**src/rtl/asub_ise.sv**
```systemverilog
`default_nettype none
// ============================================================================
//  Module   : asub_ise
//  Purpose  : Multi-cycle AES byte-substitution ISE. Computes the forward or
//             inverse S-box of one byte per instruction, using an arithmetic
//             GF(2^8) inversion (x^254 by square-and-multiply) that shares a
//             single combinational multiplier.
//  Revision : 1.0  initial release
// ============================================================================
module asub_ise (
    input  logic       clk,
    input  logic       rst,
    input  logic       start,
    input  logic [7:0] a,
    input  logic [7:0] b,
    input  logic [7:0] sr,
    output logic [7:0] sr_out,
    output logic [7:0] result,
    output logic       wait_req
);

    // Low byte of the AES reduction polynomial 0x11B
    localparam logic [7:0] c_POLY     = 8'h1B;
    localparam logic [7:0] c_FWD_CONST = 8'h63;
    localparam logic [7:0] c_INV_CONST = 8'h05;
    // LMUL count value at which the sixth and final multiply happens
    localparam logic [2:0] c_LAST_ITER = 3'd5;

    typedef enum logic [2:0] {
        S_IDLE = 3'd0,
        S_SQ0  = 3'd1,
        S_LSQ  = 3'd2,
        S_LMUL = 3'd3,
        S_POST = 3'd4,
        S_DONE = 3'd5
    } state_t;

    state_t     r_state;
    state_t     w_next;
    logic [7:0] r_x;
    logic [7:0] r_t;
    logic [7:0] r_r;
    logic [2:0] r_cnt;
    logic       r_mode;
    logic [7:0] r_result;
    logic [7:0] w_mul_a;
    logic [7:0] w_mul_b;
    logic [7:0] w_mul_p;

    // Only b[0] carries meaning; the rest of the mode byte is ignored
    logic w_unused_b;
    assign w_unused_b = &{1'b0, b[7:1]};

    // Shift-and-add multiply in GF(2^8) mod 0x11B
    function automatic logic [7:0] gf_mul(input logic [7:0] p, input logic [7:0] q);
        logic [7:0] acc;
        logic [7:0] m;
        acc = 8'h00;
        m   = p;
        for (int i = 0; i < 8; i++) begin
            if (q[i]) acc = acc ^ m;
            m = {m[6:0], 1'b0} ^ (m[7] ? c_POLY : 8'h00);
        end
        return acc;
    endfunction

    // AES forward affine transform applied after inversion
    function automatic logic [7:0] fwd_affine(input logic [7:0] y);
        logic [7:0] o;
        for (int i = 0; i < 8; i++) begin
            o[i] = y[i] ^ y[(i + 4) % 8] ^ y[(i + 5) % 8] ^ y[(i + 6) % 8]
                 ^ y[(i + 7) % 8] ^ c_FWD_CONST[i];
        end
        return o;
    endfunction

    // AES inverse affine transform applied before inversion
    function automatic logic [7:0] inv_affine(input logic [7:0] x);
        logic [7:0] o;
        for (int i = 0; i < 8; i++) begin
            o[i] = x[(i + 2) % 8] ^ x[(i + 5) % 8] ^ x[(i + 7) % 8] ^ c_INV_CONST[i];
        end
        return o;
    endfunction

    // Operand select for the single shared multiplier: square x, square t, or r*t
    always_comb begin
        w_mul_a = r_r;
        w_mul_b = r_t;
        unique case (r_state)
            S_SQ0: begin
                w_mul_a = r_x;
                w_mul_b = r_x;
            end
            S_LSQ: begin
                w_mul_a = r_t;
                w_mul_b = r_t;
            end
            default: ;
        endcase
    end

    assign w_mul_p = gf_mul(w_mul_a, w_mul_b);

    // State register
    always_ff @(posedge clk) begin
        if (rst) r_state <= S_IDLE;
        else     r_state <= w_next;
    end

    // Next-state logic; DONE ignores start since it is the still-held instruction
    always_comb begin
        w_next = r_state;
        unique case (r_state)
            S_IDLE: if (start) w_next = S_SQ0;
            S_SQ0:  w_next = S_LSQ;
            S_LSQ:  w_next = S_LMUL;
            S_LMUL: w_next = (r_cnt == c_LAST_ITER) ? S_POST : S_LSQ;
            S_POST: w_next = S_DONE;
            S_DONE: w_next = S_IDLE;
            default: w_next = S_IDLE;
        endcase
    end

    // Datapath: operand capture, square/multiply chain and result write-back
    always_ff @(posedge clk) begin
        if (rst) begin
            r_x      <= 8'h00;
            r_t      <= 8'h00;
            r_r      <= 8'h00;
            r_cnt    <= 3'd0;
            r_mode   <= 1'b0;
            r_result <= 8'h00;
        end else begin
            unique case (r_state)
                S_IDLE: begin
                    if (start) begin
                        r_x    <= b[0] ? a : inv_affine(a);
                        r_mode <= b[0];
                        r_cnt  <= 3'd0;
                    end
                end
                S_SQ0: begin
                    r_t <= w_mul_p;
                    r_r <= w_mul_p;
                end
                S_LSQ: r_t <= w_mul_p;
                S_LMUL: begin
                    r_r   <= w_mul_p;
                    r_cnt <= r_cnt + 3'd1;
                end
                S_POST: r_result <= r_mode ? fwd_affine(r_r) : r_r;
                default: ;
            endcase
        end
    end

    // Stall the core from the accepting IDLE cycle through POST
    always_comb begin
        wait_req = 1'b0;
        if (!rst) begin
            unique case (r_state)
                S_IDLE:                        wait_req = start;
                S_SQ0, S_LSQ, S_LMUL, S_POST:  wait_req = 1'b1;
                default:                       wait_req = 1'b0;
            endcase
        end
    end

    assign result = r_result;
    assign sr_out = sr;

endmodule
`default_nettype wire

```
**config.mk**
```make
export PLATFORM = sky130hd
export DESIGN_NAME = asub_ise
export DESIGN_NICKNAME = d
export VERILOG_FILES = /design/src/rtl/asub_ise.sv
export SDC_FILE = /design/constraint.sdc
export NUM_CORES = 1
export LEC_CHECK = 0
export CELL_PAD_IN_SITES_DETAIL_PLACEMENT = 0
export CELL_PAD_IN_SITES_GLOBAL_PLACEMENT = 1
export CORE_ASPECT_RATIO = 1.75
export CORE_MARGIN = 5
export CORE_UTILIZATION = 39
export DETAILED_ROUTE_END_ITERATION = 6
export PLACE_DENSITY_LB_ADDON = 0.08
export SYNTH_ARGS = -nofsm -noshare
export SYNTH_HDL_FRONTEND = slang
export SYNTH_SLANG_ARGS = --single-unit
```
**constraint.sdc**
```tcl
create_clock -name clk -period 3 [get_ports clk]
set_clock_uncertainty 0.2 [all_clocks]
set_input_delay 0.6 -clock clk [delete_from_list [all_inputs] [get_ports clk]]
set_output_delay 0.6 -clock clk [all_outputs]
set_load 0.03 [all_outputs]
```
==> out/summary.txt, run 1 <==
CTS Buf Count -> 5
Min-delay worst type -> reg -> reg
Worst Path Buf+Inv -> 2
H-tree levels -> 2
Max VDD drop -> 0.000501 V
Asr flop ratio synth -> 0%
Synth Area per Inst -> 8.08 um2
Synth Flop Type -> dfxtp_1
Outcome -> finished, final reports clean
First drt pass iteration count -> 4
CP Data Required Time -> 2.98 ns
Setup TNS -> 0 ns
Highest-count cells in the layout ignoring fill and taps -> buf_4, nor2_1, xnor2_1, dfxtp_1, nand2_1
Placed cell areas -> 0.00485 mm2
Core ar. -> 0.00985 mm2
Initial antenna violation count -> 0
Drt initial violations -> 128
DRC violations left -> 0
Die area -> 0.0123 mm2
Root buffer cell -> clkbuf_16
Initial Util -> 39.9%
RSZ-0062 raised after global routing -> yes
PwrDens -> 596 mW/mm2
Post-DP HPWL -> 10300 um
Global-route usage over all layers -> 21.3%
# nets final -> 621
Post-Syn Nets -> 516
Design area -> 0.00550 mm2
Post-Route Utilization -> 55.8%
Total gr overflow -> 0
Cell variety after synth -> 59
CP max FO -> 16
Vias per cell -> 5.39
Critical path's slowest cell -> xnor3_1
Routability cong. -> 0.912
Routed len/inst -> 18.1 um
CTS tree -> done
Leakage -> 2.10 nW
Most used cell along the critical path -> xnor3_1
Overall die height -> 143 um
# IOs -> 44
Crit-path max cell delay -> 0.42 ns
Vias -> 3869
Final WL -> 13000 um
FP Rows -> 48
Fin. Hold Viols -> 0
Endpoint type of the worst setup path -> flip-flop
Fin. max-slew vios -> 0
Share of the yosys chip area belonging to registers -> 19.8%
Crit path launch type -> flip-flop
Synthesized instance count -> 487
Post-Synthesis Cell Area -> 0.00393 mm2
Post-synth EDFFs -> 0
ANT cells -> 0
#FFs+latches synth -> 39
Fillers -> 984
Number of global-route vias before repair -> 3850
Max Clk Rate -> 0.335 GHz
Finish-stage setup viols -> 0
Top delay family on crit path -> XOR/XNOR gates
First-pass GRT wire length -> 20100 um
Worst slew margin -> 39.3%
Fin crit period -> 2.98 ns
Max-cap viol count -> 0
Clock latency on the worst-skew pair -> 0.29 ns
Slew @ Worst Pin -> 0.906 ns
Quantity of I/O buffers inserted on ports -> 20
CTS Hold Bufs -> 0
Largest net degree at the start of global routing -> 42
Width of the die -> 85.9 um
Area Growth Syn to Fin -> 39.7%
Share of layout cells above drive strength 1 -> 33.7%
CP Class -> reg -> reg
ANT nets after route -> 0
Pwr Total -> 3.27 mW
Longest Clk Path Bufs -> 2
Ys Warns -> 0
Crit path cell chain -> buf_8 -> nand3b_1 -> a21o_1 -> nand2_2 -> xnor3_1 -> nor2_2 -> xnor3_1 -> xor2_2 -> buf_4 -> a2111oi_2
Commonest non-fill, non-tap cell in the layout -> buf_4
Critical Path AT -> 2.97 ns
Final worst path period share -> 99.4%
Reg clk slew, reported paths -> 0.06 ns
CTS Sinks -> 39
==> worst paths after layout <==
path	start	endpoint	slack [ns]	depth (start not counted)
min	result[0]	result[0]	0.30	2
max reg2reg	r_state[0]	r_t[3]	0.02	10
max	r_state[0]	r_t[3]	0.02	10
min reg2reg	result[0]	result[0]	0.30	2
==> metal layers <==
metal	GRT usage (%)	vias to the layer above	share of wire, %
li1	-	1915	-
met1	21.6	1858	36
met2	40.5	63	56
met3	2.14	33	2.4
met4	12.9	0	5.9
met5	0	-	0
==> flip-flops by register name, summed over array words and instances (netlist names) <==
register and count:
r_r 8, r_t 8, r_x 8, result 8
r_cnt 3, r_state 3, r_mode 1
==> cells in the mapped netlist (4+ instances only) <==
library cell	count	area, um2
nor2_1	75	282
xnor2_1	62	543
dfxtp_1	39	781
nand2_1	32	120
a21oi_1	25	125
a211oi_1	21	158
o21ai_0	19	95.1
xor2_1	18	158
nand3b_1	17	128
o211ai_1	16	120
xnor3_1	15	338
clkbuf_1	14	52.6
mux2i_1	13	130
buf_4	12	90.1
nor3_1	11	55.1
inv_1	9	33.8
buf_2	6	30.0
a211o_1	5	43.8
a21o_1	5	37.5
mux2_2	5	56.3
a221oi_1	4	35.0
buf_6	4	45.0
==> power by group <==
part           internal, mW  total (mW)  switching, mW  leakage [nW]
Clock                 0.354       0.562          0.208        0.0772
Combinational          1.06        2.07           1.01          1.70
Sequential            0.573       0.645         0.0713         0.321
Total                  1.98        3.27           1.29          2.10
==> worst register-to-register path: stages (launching register included) <==
cell and delay, ns:
dfxtp_4 0.37, buf_8 0.15, nand3b_1 0.18, a21o_1 0.25
nand2_2 0.16, xnor3_1 0.43, nor2_2 0.11, xnor3_1 0.36
xor2_2 0.22, buf_4 0.16, a2111oi_2 0.28
==> kinds of logic (layout without fill, tap and decap cells) <==
family                     Yosys count  after routing  synth area share [%]
muxes                               18             18                  4.74
and+or+nand+nor                    159            159                  19.0
buffers and inverters               47            153                  6.58
AOI/OAI and AO/OA                  126            126                  22.4
xor gates and xnor gates            96             96                  26.8
DFF                                 39             39                  19.8
adders and majority gates            2              2                 0.636
==> stage by stage <==
stage / std cells / setup slack, ns / hold WS, ns
finish: 718 / 0.0190 / 0.300
global route: 718 / -0.108 / 0.329
CTS: 709 / 0.00541 / 0.301
detailed placement: 697 / -0.229 / 0.294
global placement: 697 / -0.208 / 0.287
floorplan: 487 / 0.193 / 0.274
==> final cells by class <==
| cell class | instances | area (um2) | share of cell area, % |
|---|---|---|---|
| tap | 125 | 156 | 2.85 |
| timing repair buffer | 136 | 1150 | 20.9 |
| multi-input combinational | 401 | 3210 | 58.4 |
| sequential | 39 | 790 | 14.4 |
| inverter | 9 | 33.8 | 0.615 |
| clock buffer | 8 | 156 | 2.85 |
==> repair_timing <==
item                                    4_1_cts  5_1_grt
setup buffers                                 4        9
pin swaps                                     8       35
endpoints found under the setup margin       15       16
gates resized for setup                      19       66
cloned                                        0        1
No activity file was read; power rests on OpenSTA's default activity.
==> run 2, diff against run 1 <==
--- a/config.mk
+++ b/config.mk
@@ -5,6 +5,7 @@
 export SDC_FILE = /design/constraint.sdc
 export NUM_CORES = 1
 export LEC_CHECK = 0
+export CAP_MARGIN = 40
 export CELL_PAD_IN_SITES_DETAIL_PLACEMENT = 0
 export CELL_PAD_IN_SITES_GLOBAL_PLACEMENT = 1
 export CORE_ASPECT_RATIO = 1.75
==> out/summary.txt, run 2 (synthesized netlist as in run 1, its figures left out) <==
Outcome -> finished, final reports clean
Internal power -> 2.01 mW
Fin crit period -> 2.99 ns
Clock latency on the worst-skew pair -> 0.28 ns
Routed len/inst -> 17.8 um
Net Sw Power -> 1.29 mW
Fin Hold WS -> 0.297 ns
CP Data Required Time -> 3.01 ns
CP Class -> reg -> reg
Root buffer cell -> clkbuf_16
Max Clk Rate -> 0.334 GHz
Total gr overflow -> 0
R2R cell count -> 11
Vias -> 3859
Switching Share -> 39.2%
Width of the die -> 85.9 um
First-pass GRT wire length -> 19800 um
DR top layer -> met4
FP Rows -> 48
Leakage -> 2.15 nW
CTS tree -> done
Worst slew margin -> 65.1%
Post-Route Utilization -> 56.5%
Highest-count cells in the layout ignoring fill and taps -> buf_4, nor2_1, xnor2_1, dfxtp_1, nand2_1
Critical Path AT -> 3.00 ns
Finished Layout Cells -> 726
Final WL -> 12900 um
Vias per cell -> 5.32
Commonest non-fill, non-tap cell in the layout -> buf_4
Fin. Hold Viols -> 0
ANT cells -> 0
DRC violations left -> 0
Sequential cell fraction of total power -> 19.5%
Endpoint type of the worst setup path -> flip-flop
Core ar. -> 0.00985 mm2
ANT nets after route -> 0
Routed wl met3 -> 323 um
Hold Crit Depth -> 2
H-tree levels -> 2
CTS Buf Count -> 5
Finish-stage setup viols -> 0
Die area -> 0.0123 mm2
Number of global-route vias before repair -> 3818
Fillers -> 944
Max-cap viol count -> 0
Routability cong. -> 0.912
Share of layout cells above drive strength 1 -> 33.8%
Post-DP HPWL -> 10300 um
Slew @ Worst Pin -> 0.521 ns
PwrDens -> 592 mW/mm2
Area Growth Syn to Fin -> 41.5%
Initial antenna violation count -> 0
Reg clk slew, reported paths -> 0.06 ns
Longest Clk Path Bufs -> 2
Fin. max-slew vios -> 0
First drt pass iteration count -> 4
WL met2 -> 7060 um
M1 wire length -> 4650 um
CP max FO -> 8
Max VDD drop -> 0.000560 V
Part of the power in combinational logic -> 63.6%
Final worst path period share -> 99.7%
Clock power share -> 16.9%
Final WS setup -> 0.00863 ns
Pwr Total -> 3.30 mW
Crit path launch type -> flip-flop
Placed instance count -> 698
Pre-CTS setup slack -> -0.237 ns
# nets final -> 629
Global-route usage over all layers -> 21.1%
RSZ-0062 raised after global routing -> yes
Quantity of I/O buffers inserted on ports -> 20
Initial Util -> 39.9%
Overall die height -> 143 um
Drt initial violations -> 91
Largest net degree at the start of global routing -> 42
CTS Sinks -> 39
# IOs -> 44
Min-delay worst type -> reg -> reg
==> run 2: timing repair <==
action                     in CTS  in global routing
pin swaps                      18                 31
buffers inserted                6                 15
hold buffers                    0                  0
gates resized for setup        30                 61
setup endpoints to repair      16                 16
==> run 2: final timing paths <==
check	startpoint	to	slack, ns
setup / recovery	r_state[0]	r_r[7]	0.009
setup reg to reg	r_state[0]	r_r[7]	0.009
hold / removal	result[5]	result[5]	0.30
hold reg to reg	result[5]	result[5]	0.30
==> run 2: cell type report <==
class	instances	area (um2)	area share (%)
multi-input cells	401	3220	57.8
repair buffers	144	1210	21.8
flip-flops and latches	39	792	14.2
clock buffers	8	156	2.81
well taps	125	156	2.81
inverters	9	33.8	0.607
==> run 2: through the flow <==
stage                     setup TNS [ns]  instance area (um2)
after floorplan                        0                 3930
after global placement             -1.42                 4850
after detailed placement           -1.90                 4850
after CTS                              0                 5170
after global routing              -0.508                 5570
final                                  0                 5570
==> run 2: power by group through the flow <==
| stage | sequential [mW] | clock [mW] | combinational [mW] |
|---|---|---|---|
| floorplan | 0.624 | 0 | 1.16 |
| global placement | 0.651 | 0 | 1.76 |
| detailed placement | 0.652 | 0 | 1.77 |
| CTS | 0.641 | 0.574 | 1.87 |
| global route | 0.648 | 0.595 | 2.24 |
| finish | 0.644 | 0.558 | 2.10 |
==> run 2: worst max-delay path: stages (launching register included) <==
cell and delay [ns]:
dfxtp_4 0.38, and2_2 0.21, buf_4 0.17, o21ai_4 0.28, a211oi_1 0.14, buf_4 0.16, a211o_4 0.30, a21oi_2 0.17
xnor3_1 0.36, xnor2_2 0.25, nor2_1 0.08, a211oi_2 0.19
==> run 2: layer usage <==
metal / vias up / track usage (%)
li1: 1923 / -
met1: 1828 / 21.2
met2: 64 / 39.4
met3: 44 / 2.54
met4: 0 / 14.2
met5: - / 0
==> run 3, diff against run 2 <==
--- a/config.mk
+++ b/config.mk
@@ -13,6 +13,7 @@
 export CORE_UTILIZATION = 39
 export DETAILED_ROUTE_END_ITERATION = 6
 export PLACE_DENSITY_LB_ADDON = 0.08
+export SKIP_CTS_REPAIR_TIMING = 1
 export SYNTH_ARGS = -nofsm -noshare
 export SYNTH_HDL_FRONTEND = slang
 export SYNTH_SLANG_ARGS = --single-unit
==> out/summary.txt, run 3 (synthesized netlist as in run 1, its figures left out) <==
Outcome -> finished, final reports clean
First-pass GRT wire length -> 19600 um
Vias -> 3855
Worst slew margin -> 65.1%
Initial Util -> 39.9%
DRC violations left -> 0
Fillers -> 969
Hold Crit Depth -> 2
Longest Clk Path Bufs -> 2
Post-DP HPWL -> 10300 um
Finish-stage setup viols -> 0
Fin. max-slew vios -> 0
# nets final -> 625
Slew @ Worst Pin -> 0.521 ns
Final WL -> 12900 um
Highest-count cells in the layout ignoring fill and taps -> buf_4, nor2_1, xnor2_1, dfxtp_1, nand2_1
Final worst path period share -> 99.5%
Global-route usage over all layers -> 20.8%
Quantity of I/O buffers inserted on ports -> 20
Die area -> 0.0123 mm2
RSZ-0062 raised after global routing -> yes
Most used cell along the critical path -> buf_4
Width of the die -> 85.9 um
Worst Path Buf+Inv -> 3
Leakage -> 2.11 nW
Core ar. -> 0.00985 mm2
Fin. Hold Viols -> 0
Max Clk Rate -> 0.335 GHz
Critical path's slowest cell -> mux2_2
Crit-path max cell delay -> 0.40 ns
Max VDD drop -> 0.000557 V
Commonest non-fill, non-tap cell in the layout -> buf_4
Vias per cell -> 5.34
Area Growth Syn to Fin -> 38.5%
Max-cap viol count -> 0
Fin crit period -> 2.99 ns
Critical Path AT -> 2.94 ns
Post-Route Utilization -> 55.3%
CTS tree -> done
Reg clk slew, reported paths -> 0.06 ns
Min-delay worst type -> reg -> reg
PwrDens -> 588 mW/mm2
Root buffer cell -> clkbuf_16
Routed len/inst -> 17.8 um
CP Data Required Time -> 2.96 ns
Drt initial violations -> 129
Initial antenna violation count -> 0
Clock latency on the worst-skew pair -> 0.29 ns
Crit path cell chain -> buf_8 -> nand3b_1 -> buf_4 -> a21oi_1 -> o211ai_1 -> buf_4 -> and2_1 -> xnor2_1 -> a21oi_2 -> mux2_2 -> nor3_2 -> a2111oi_4
Largest net degree at the start of global routing -> 42
Setup TNS -> 0 ns
FP Rows -> 48
CP max FO -> 8
Share of layout cells above drive strength 1 -> 31.5%
Number of global-route vias before repair -> 3721
ANT nets after route -> 0
Endpoint type of the worst setup path -> flip-flop
CTS Sinks -> 39
Crit path launch type -> flip-flop
Top delay family on crit path -> compound AO/OA/AOI/OAI gates
Total gr overflow -> 0
CP Class -> reg -> reg
# IOs -> 44
Number of cells on the critical path -> 12
First drt pass iteration count -> 5
ANT cells -> 0
Overall die height -> 143 um
CTS Buf Count -> 5
H-tree levels -> 2
R2R cell count -> 12
Routability cong. -> 0.912
-- run 3: cell count changes in the layout (fill, tap and decap cells not counted), sizes merged --
cell    change
buf         -5
clkbuf      +1
-- run 3: power breakdown --
group / internal [mW] / switching (mW) / leakage, nW
registers: 0.573 / 0.0725 / 0.321
clock network: 0.354 / 0.207 / 0.0772
logic: 1.01 / 0.979 / 1.71
-- run 3: worst min-delay path, cell delays in order (launching register included) --
cell and delay (ns):
dfxtp_1 0.31, nor2_1 0.09, a211oi_1 0.05
-- run 3: routing by layer --
| metal | track usage, % | vias up | wire length [um] |
|---|---|---|---|
| li1 | - | 1920 | - |
| met1 | 21.1 | 1822 | 4740 |
| met2 | 39.0 | 70 | 7060 |
| met4 | 13.3 | 0 | 851 |
| met5 | 0 | - | 0 |
| met3 | 2.48 | 43 | 218 |
-- run 3: final timing paths --
path,endpoint,startpoint,slack (ns)
max,r_r[3],r_state[1],0.01
min,result[5],result[5],0.30
max reg2reg,r_r[3],r_state[1],0.01
min reg2reg,result[5],result[5],0.30
-- run 3: per-stage QoR --
| step | hold WS, ns | std cells | setup slack, ns | power, mW | area, um2 |
|---|---|---|---|---|---|
| finish | 0.297 | 722 | 0.0143 | 3.20 | 5450 |
| global route | 0.327 | 722 | -0.104 | 3.38 | 5450 |
| CTS | 0.301 | 706 | -0.262 | 3.00 | 5010 |
| detailed placement | 0.294 | 698 | -0.237 | 2.42 | 4850 |
| global placement | 0.287 | 697 | -0.208 | 2.41 | 4850 |
| floorplan | 0.274 | 487 | 0.193 | 1.78 | 3930 |
-- run 3: cell type report --
| type | instances | area (um2) | share of cell area, % |
|---|---|---|---|
| Clock buffer | 8 | 156 | 2.87 |
| Inverter | 9 | 33.8 | 0.620 |
| Multi-Input combinational cell | 401 | 3160 | 58.0 |
| Sequential cell | 39 | 790 | 14.5 |
| Tap cell | 125 | 156 | 2.87 |
| Timing Repair Buffer | 140 | 1150 | 21.2 |
